$ cat config.mk
export PLATFORM = sky130hd
export DESIGN_NAME = seq_detect_param
export DESIGN_NICKNAME = d
export VERILOG_FILES = /design/src/rtl/seq_detect_param.sv
export SDC_FILE = /design/constraint.sdc
export NUM_CORES = 1
export LEC_CHECK = 0
export ABC_AREA = 1
export CAP_MARGIN = 20
export CORE_ASPECT_RATIO = 0.8
export CORE_UTILIZATION = 35
export CTS_BUF_LIST = sky130_fd_sc_hd__clkbuf_16
export DETAILED_ROUTE_END_ITERATION = 6
export PLACE_DENSITY = 0.57
export SYNTH_ARGS = -nofsm -noshare
export SYNTH_HDL_FRONTEND = slang
export SYNTH_SLANG_ARGS = --single-unit
$ cat constraint.sdc
create_clock -name clk -period 1.8 [get_ports clk]
set_input_delay 0.36 -clock clk [delete_from_list [all_inputs] [get_ports clk]]
set_output_delay 0.36 -clock clk [all_outputs]
set_load 0.1 [all_outputs]
$ cat src/rtl/seq_detect_param.sv
// Serial pattern detector with a runtime-loadable pattern of 1..MAX_LEN bits.
// Provides a registered match pulse and a saturating match counter.
module seq_detect_param #(
  parameter int                 MAX_LEN     = 8,
  parameter int                 CNT_W       = 8,
  parameter int                 LEN_W       = $clog2(MAX_LEN + 1),
  parameter logic [MAX_LEN-1:0] DEFAULT_PAT = 8'b0000_0110,
  parameter int                 DEFAULT_LEN = 4
) (
  input  logic               clk,
  input  logic               rst,
  input  logic               in_valid,
  input  logic               in,
  input  logic               cfg_load,
  input  logic [MAX_LEN-1:0] cfg_pattern,
  input  logic [LEN_W-1:0]   cfg_len,
  input  logic               cfg_overlap,
  input  logic               count_clr,
  output logic               y,
  output logic [CNT_W-1:0]   match_count
);

  logic [MAX_LEN-1:0] r_pat;
  logic [LEN_W-1:0]   r_len;
  logic               r_overlap;
  logic [MAX_LEN-1:0] r_hist;
  logic [LEN_W-1:0]   r_fill;
  logic               r_y;
  logic [CNT_W-1:0]   r_count;

  logic               w_accept;
  logic [MAX_LEN-1:0] w_hist_shift;
  logic [LEN_W-1:0]   w_fill_inc;
  logic [MAX_LEN-1:0] w_mask;
  logic               w_eq;
  logic               w_match;
  logic [LEN_W-1:0]   w_cfg_len_clamped;

  // Only the low r_len bits of history and pattern take part in the compare.
  genvar gi;
  generate
    for (gi = 0; gi < MAX_LEN; gi++) begin : g_mask
      assign w_mask[gi] = (r_len > LEN_W'(gi));
    end
  endgenerate

  assign w_accept          = in_valid & ~cfg_load;
  assign w_hist_shift      = {r_hist[MAX_LEN-2:0], in};
  assign w_fill_inc        = (r_fill == LEN_W'(MAX_LEN)) ? r_fill : r_fill + LEN_W'(1);
  assign w_eq              = (((w_hist_shift ^ r_pat) & w_mask) == '0);
  assign w_match           = w_accept & (r_len != '0) & (w_fill_inc >= r_len) & w_eq;
  assign w_cfg_len_clamped = (cfg_len > LEN_W'(MAX_LEN)) ? LEN_W'(MAX_LEN) : cfg_len;

  always_ff @(posedge clk) begin
    if (!rst) begin
      r_pat     <= DEFAULT_PAT;
      r_len     <= LEN_W'(DEFAULT_LEN);
      r_overlap <= 1'b1;
      r_hist    <= '0;
      r_fill    <= '0;
      r_y       <= 1'b0;
    end else begin
      r_y <= w_match;
      if (cfg_load) begin
        r_pat     <= cfg_pattern;
        r_len     <= w_cfg_len_clamped;
        r_overlap <= cfg_overlap;
        r_hist    <= '0;
        r_fill    <= '0;
      end else if (in_valid) begin
        r_hist <= w_hist_shift;
        // Non-overlapping mode restarts the fill so the next match needs len fresh bits.
        r_fill <= (w_match && !r_overlap) ? '0 : w_fill_inc;
      end
    end
  end

  always_ff @(posedge clk) begin
    if (!rst) begin
      r_count <= '0;
    end else if (count_clr) begin
      r_count <= w_match ? CNT_W'(1) : '0;
    end else if (w_match && !(&r_count)) begin
      r_count <= r_count + CNT_W'(1);
    end
  end

  assign y           = r_y;
  assign match_count = r_count;

endmodule

# Yosys cells after proc, flatten, opt, wreduce, memory -nomap -nowiden
# Index checks and enable logic that the tools add are counted.
classes:
  n_addsub: 2
  magnitude_cmp: 10
  eq_ne: 1
  n_mux: 6
  bitwise: 8
  n_reduce_logical: 9
op_table:
  columns: ["operator", "count"]
  rows:
  - ["> comparator 4 x 3 -> 1 bit, second input constant", 4]
  - ["two-way mux 8 bit", 2]
  - ["two-way mux 4 bit", 3]
  - ["adder 8 x 1 -> 8 bit, second input constant", 1]
  - ["AND 8 bit", 1]
  - ["> comparator 4 x 1 -> 1 bit, second input constant", 2]
  - ["> comparator 4 x 2 -> 1 bit, second input constant", 2]
  - ["zero test 8 bit", 1]
  - ["AND reduction 8 bit", 1]
  - ["XOR 8 bit", 1]
  - ["adder 4 x 1 -> 4 bit, second input constant", 1]
  - ["AND 1 bit", 4]
  - ["== test 4 bit, second input constant", 1]
  - [">= comparator 4 bit", 1]
  - ["> comparator 4 bit, second input constant", 1]
  - ["nonzero test 4 bit", 1]
  - ["logical AND 1 bit", 2]
  - ["zero test 1 bit", 2]
  - ["inverter 1 bit", 2]
  - ["nonzero test 2 bit", 1]
  - ["OR reduction 2 bit", 1]
  - ["two-way mux 1 bit", 1]
totals:
  reg_bits: 33
  inputBits: 19
  elab_cells: 43

# Logic depth before layout (Yosys ltp)
depth:
  ltp_word: 8
  mapped_depth: 17

# Worst setup path before layout
# Ideal clock, no wire load.
synth_path:
  path_type: "reg2reg"
  from: "register r_count[1] (netlist: match_count[1])"
  to: "register r_count[1] (netlist: match_count[1])"
  setup_ps: 75
  t_arrival_ps: 2132
  required_ps: 1725
  setup_slack_ps: -407
  path_stages_with_launch: 8
  path_buffers: 0
  cell_sequence: "dfxtp_1 ha_1 nand2_1 nor3_1 nand2_1 nand3_4 nand3_1 o21ai_0"
synth_between:
  elab_chain_cells: 4
synth_lines:
  columns: ["item", "line_no", "rtl"]
  rows:
  - ["from (decl)", "29", "logic [CNT_W-1:0] r_count;"]
  - ["from (signal assigned)", "82", "r_count <= w_match ? CNT_W'(1) : '0;"]
  - ["from (signal assigned)", "84", "r_count <= r_count + CNT_W'(1);"]
  - ["branches (longest 4 deep; another with adder 8 x 1 -> 8 bit)", null, null]
# Parallel ways; which one is timed is not known. The select of a mux whose other input is x is not followed.
# A chain may end at the register's enable or synchronous reset.

# Worst setup path in the final report
layout_path:
  from: "register r_fill[0]"
  to: "register r_count[0] (netlist: match_count[0])"
layout_between:
  elab_chain_cells: 7
layout_lines:
  columns: ["item", "line_no", "rtl"]
  rows:
  - ["from (decl)", "27", "logic [LEN_W-1:0] r_fill;"]
  - ["from (signal assigned)", "73", "r_fill <= (w_match && !r_overlap) ? '0 : w_fill_inc;"]
  - ["adder 4 x 1 -> 4 bit or == test 4 bit (tied branches)", "49", "assign w_fill_inc = (r_fill == LEN_W'(MAX_LEN)) ? r_fill : r_fill + LEN_W'(1);"]
  - ["two-way mux 4 bit (*)", "49", null]
  - [">= comparator 4 bit (*)", "51", "assign w_match = w_accept & (r_len != '0) & (w_fill_inc >= r_len) & w_eq;"]
  - ["AND 1 bit (*) (2 in a row)", "51", null]
  - ["two-way mux 1 bit or logical AND 1 bit (tied branches)", "82, 83", null]
  - ["two-way mux 8 bit or nonzero test 2 bit (tied branches)", null, null]
# Mark *: on every way between the ends. The rest lies on a longest branch, timed or not.

==> reports/qor.json <==
{
  "crit_path_top_delay_cell": {"value": "dfxtp_4"},
  "wl_per_cell": {"value": 11.6, "unit": "um"},
  "vias": {"value": 1782},
  "dpl_worst_slack": {"value": -0.223, "unit": "ns"},
  "post-place-cells": {"value": 376},
  "crit_chain": {"value": "inv_4, ha_4, nand2_4, nor2_4, xor2_2, ha_2, inv_2, nand2_1, nand2_1, nand2_2, nand2_2, nor2_4, nor2_4, nand3_4, o21ai_2, nor2_1"},
  "timing.clock.skew": {"value": 0.00451, "unit": "ns"},
  "total_switching_power": {"value": 0.475, "unit": "mW"},
  "area_growth": {"value": 46.3, "unit": "%"},
  "post-route-util": {"value": 53.3, "unit": "%"},
  "worst_setup_path_start_kind": {"value": "flop"},
  "sw_frac_of_total": {"value": 24.0, "unit": "%"},
  "async_set_reset_flop_share_out_of_synthesis": {"value": 0, "unit": "%"},
  "multi_input_comb_area": {"value": 1090, "unit": "um2"},
  "grt.total_usage": {"value": 17.7, "unit": "%"},
  "crit_buf_inv": {"value": 2},
  "timing.critical_path.max_delay_family": {"value": "simple AND/OR/NAND/NOR gates"},
  "maximum_buffer_depth_of_the_clock_tree": {"value": 2},
  "drt_drc_violations_left": {"value": 0},
  "power.share.combinational": {"value": 12.8, "unit": "%"},
  "io_buffer_count": {"value": 27},
  "most-common-layout-cells": {"value": "67 x nand2_1, 47 x inv_1, 27 x nor2_1, 25 x dfxtp_1, 18 x clkdlybuf4s50_1"},
  "first_iter_violations": {"value": 100},
  "synth_enable_flop_cells": {"value": 0},
  "grt_first_pass_wirelength": {"value": 7.47, "unit": "mm"},
  "cts_buffers": {"value": 5},
  "layout_commonest_cell": {"value": "nand2_1"},
  "die_area": {"value": 5540, "unit": "um2"},
  "unrepaired_setup_endpoints_after_global_routing": {"value": "true"},
  "setup.worst_path.end_class": {"value": "flop"},
  "timing.reg2reg.worst_path_depth": {"value": 16},
  "initial_antenna_violation_count": {"value": 0},
  "synth_top_cell_area_share": {"value": 36.0, "unit": "%"},
  "drtAntennaViolNets": {"value": 0},
  "core_area": {"value": 5040, "unit": "um2"},
  "clk_latency": {"value": 0.28, "unit": "ns"},
  "leakage": {"value": 1.22, "unit": "nW"},
  "post-synth-top-area-cell": {"value": "dfxtp_1"},
  "timing.final.crit_period": {"value": 1.99, "unit": "ns"},
  "synth.top_cells.by_area": {"value": "dfxtp_1 36%, nand2_1 15%, inv_1 10%, nor2_1 6.7%, ha_1 4.8%"},
  "syn_avg_cell_area": {"value": 6.63, "unit": "um2"},
  "hold_class": {"value": "reg -> reg"},
  "worst_slack": {"value": -0.188, "unit": "ns"},
  "path_clk_slew": {"value": 0.05, "unit": "ns"},
  "placed_area": {"value": 2420, "unit": "um2"},
  "tritonroute_pass_1_iters": {"value": 4},
  "worstSetupPathType": {"value": "reg -> reg"},
  "muxShareOfSynthArea": {"value": 0, "unit": "%"},
  "num-fill-cells": {"value": 481},
  "design_area": {"value": 2690, "unit": "um2"},
  "slew_headroom": {"value": 75.2, "unit": "%"},
  "syn_inst": {"value": 277},
  "synth_sequential_area_ratio": {"value": 36.0, "unit": "%"},
  "crit_top_cell": {"value": "nor2_4"},
  "synth_warnings": {"value": 0},
  "arrival_worst_endpoint": {"value": 2.16, "unit": "ns"},
  "seq_power_share": {"value": 38.8, "unit": "%"},
  "critical_path.max_stage_delay": {"value": 0.38, "unit": "ns"},
  "gr-total-overflow": {"value": 0},
  "gpl.final_weighted_congestion": {"value": 0.827},
  "antennaDiodeCount": {"value": 0},
  "min_period_over_period": {"value": 110, "unit": "%"},
  "p_int": {"value": 1.51, "unit": "mW"},
  "synth_simple_gate_area_share": {"value": 35.6, "unit": "%"},
  "drv.max_cap_violation_count": {"value": 0},
  "footprint_of_the_flip_flops_and_latches": {"value": 676, "unit": "um2"},
  "dp.final_hpwl": {"value": 3.39, "unit": "mm"},
  "failed_checks": {"value": "setup timing"},
  "report.final.hold_viol_count": {"value": 0},
  "synth_top_family_by_area": {"value": "simple AND/OR/NAND/NOR gates"},
  "outcome": {"value": "finished, violations left"},
  "cts_hold_buffers": {"value": 0},
  "die_w": {"value": 83.0, "unit": "um"},
  "crit_required": {"value": 1.97, "unit": "ns"},
  "yosys.area_share.adder": {"value": 4.77, "unit": "%"},
  "synth_compound_area_share": {"value": 11.2, "unit": "%"},
  "finalNonFillerCells": {"value": 385},
  "drt-total-wl": {"value": 4.47, "unit": "mm"},
  "die_h": {"value": 66.8, "unit": "um"},
  "htreeDepth": {"value": 2},
  "cp_num_cells": {"value": 16},
  "post-layout-total-power": {"value": 1.98, "unit": "mW"},
  "post_route_cells_drive_above_1_share": {"value": 25.4, "unit": "%"},
  "max-vdd-ir-drop": {"value": 491, "unit": "uV"},
  "final_count_of_pins_violating_max_slew": {"value": 0},
  "cp_max_fo": {"value": 6},
  "timing_worst_slew_pin_value": {"value": 0.371, "unit": "ns"},
  "yosys_register_bits": {"value": 33},
  "f_max": {"value": 503, "unit": "MHz"},
  "synthXorXnorAreaFrac": {"value": 0.954, "unit": "%"},
  "clock_sink_count": {"value": 33},
  "initial_utilization": {"value": 36.5, "unit": "%"},
  "syn_area": {"value": 1840, "unit": "um2"},
  "vias_in_the_first_global_route": {"value": 1587},
  "fin_nets": {"value": 348},
  "placementRows": {"value": 23},
  "synthesis.nets": {"value": 303},
  "share_clk_of_total_power": {"value": 48.4, "unit": "%"},
  "largest_net_degree_at_the_start_of_global_routing": {"value": 13},
  "clockRootBuffer": {"value": "clkbuf_16"},
  "holdPathStages": {"value": 2},
  "synthFlopType": {"value": "dfxtp_1"},
  "setup_viol": {"value": 13},
  "cts_tree": {"value": "built"},
  "num_io_pins": {"value": 28},
  "power.density": {"value": 738, "unit": "nW/um2"},
  "number_of_vias_per_cell_after_detailed_routing": {"value": 4.63},
  "netlist_cell_types": {"value": 24}
}
[cell usage after synthesis (3+ instances only)]
cell and count:
o21ai_0 17, nand4_1 5, o21ai_1 3, nor3_1 4, nand3_2 3, clkbuf_1 4, a21oi_1 16, inv_1 51
nand2_1 72, dfxtp_1 33, ha_1 7, nand3_1 13, nor2_1 33
[power by group through the flow]
| stage | registers (mW) | clock network [mW] | logic [mW] |
|---|---|---|---|
| finish | 0.769 | 0.959 | 0.253 |
| global route | 0.772 | 1.01 | 0.285 |
| CTS | 0.770 | 0.976 | 0.250 |
| detailed placement | 0.786 | 0 | 0.244 |
| global placement | 0.786 | 0 | 0.242 |
| floorplan | 0.786 | 0 | 0.148 |
[sequential cells by signal (all words and copies together) (netlist names)]
name,flops
match_count,8
r_fill,4
r_hist,7
r_len,4
r_overlap,1
r_pat,8
y,1
[timing repair]
action / in CTS / in global routing
gates resized for setup: 13 / 16
pin swaps: 9 / 9
gates cloned: 0 / 0
endpoints found under the setup margin: 13 / 13
buffers inserted: 1 / 0
[per-layer routing]
layer  share of wire, %  GRT usage (%)
met1                 53           25.2
met2                 43           25.2
met3                3.1           4.21
met4                1.4           7.76
met5                  0              0
[metrics by stage]
| step | setup TNS, ns | hold WS (ns) |
|---|---|---|
| 3_3_place_gp | -2.00 | 0.463 |
| 6_report | -1.58 | 0.467 |
| 2_1_floorplan | -0.232 | 0.434 |
| 4_1_cts | -1.65 | 0.473 |
| 5_1_grt | -3.21 | 0.502 |
| 3_5_place_dp | -2.62 | 0.465 |
[worst reg2reg max path: cells and delay by family, from the launching register on]
kind                       cells  cell delay (ns)
AOI/OAI and AO/OA              1             0.17
xor gates and xnor gates       1             0.14
adders and majority gates      2             0.33
buffers and inverters          2             0.08
DFF                            1             0.38
and+or+nand+nor               10             0.77
[logic make-up (layout without fill, tap and decap cells)]
kind of cell             count (synthesis)  after routing
buffers and inverters                   56            102
AO/OA/AOI/OAI                           39             39
adder cells (fa/ha/maj)                  7              7
XOR/XNOR                                 2              2
flip-flops                              33             33
AND/OR/NAND/NOR                        140            140
[path summary, 6_finish.rpt]
path              startpoint              to  slack [ns]
setup / recovery   r_fill[0]  match_count[0]       -0.19
hold reg to reg     r_pat[2]        r_pat[2]        0.47
hold / removal      r_pat[2]        r_pat[2]        0.47
setup reg to reg   r_fill[0]  match_count[0]       -0.19
[cell type report]
| class | instances | share of cell area (%) |
|---|---|---|
| Timing Repair Buffer | 42 | 17.7 |
| Multi-Input combinational cell | 188 | 40.7 |
| Clock inverter | 3 | 1.40 |
| Inverter | 52 | 7.45 |
| Tap cell | 62 | 2.89 |
| Sequential cell | 33 | 25.2 |
| Clock buffer | 5 | 4.66 |
Note: power is estimated with default switching activity, not from simulation.
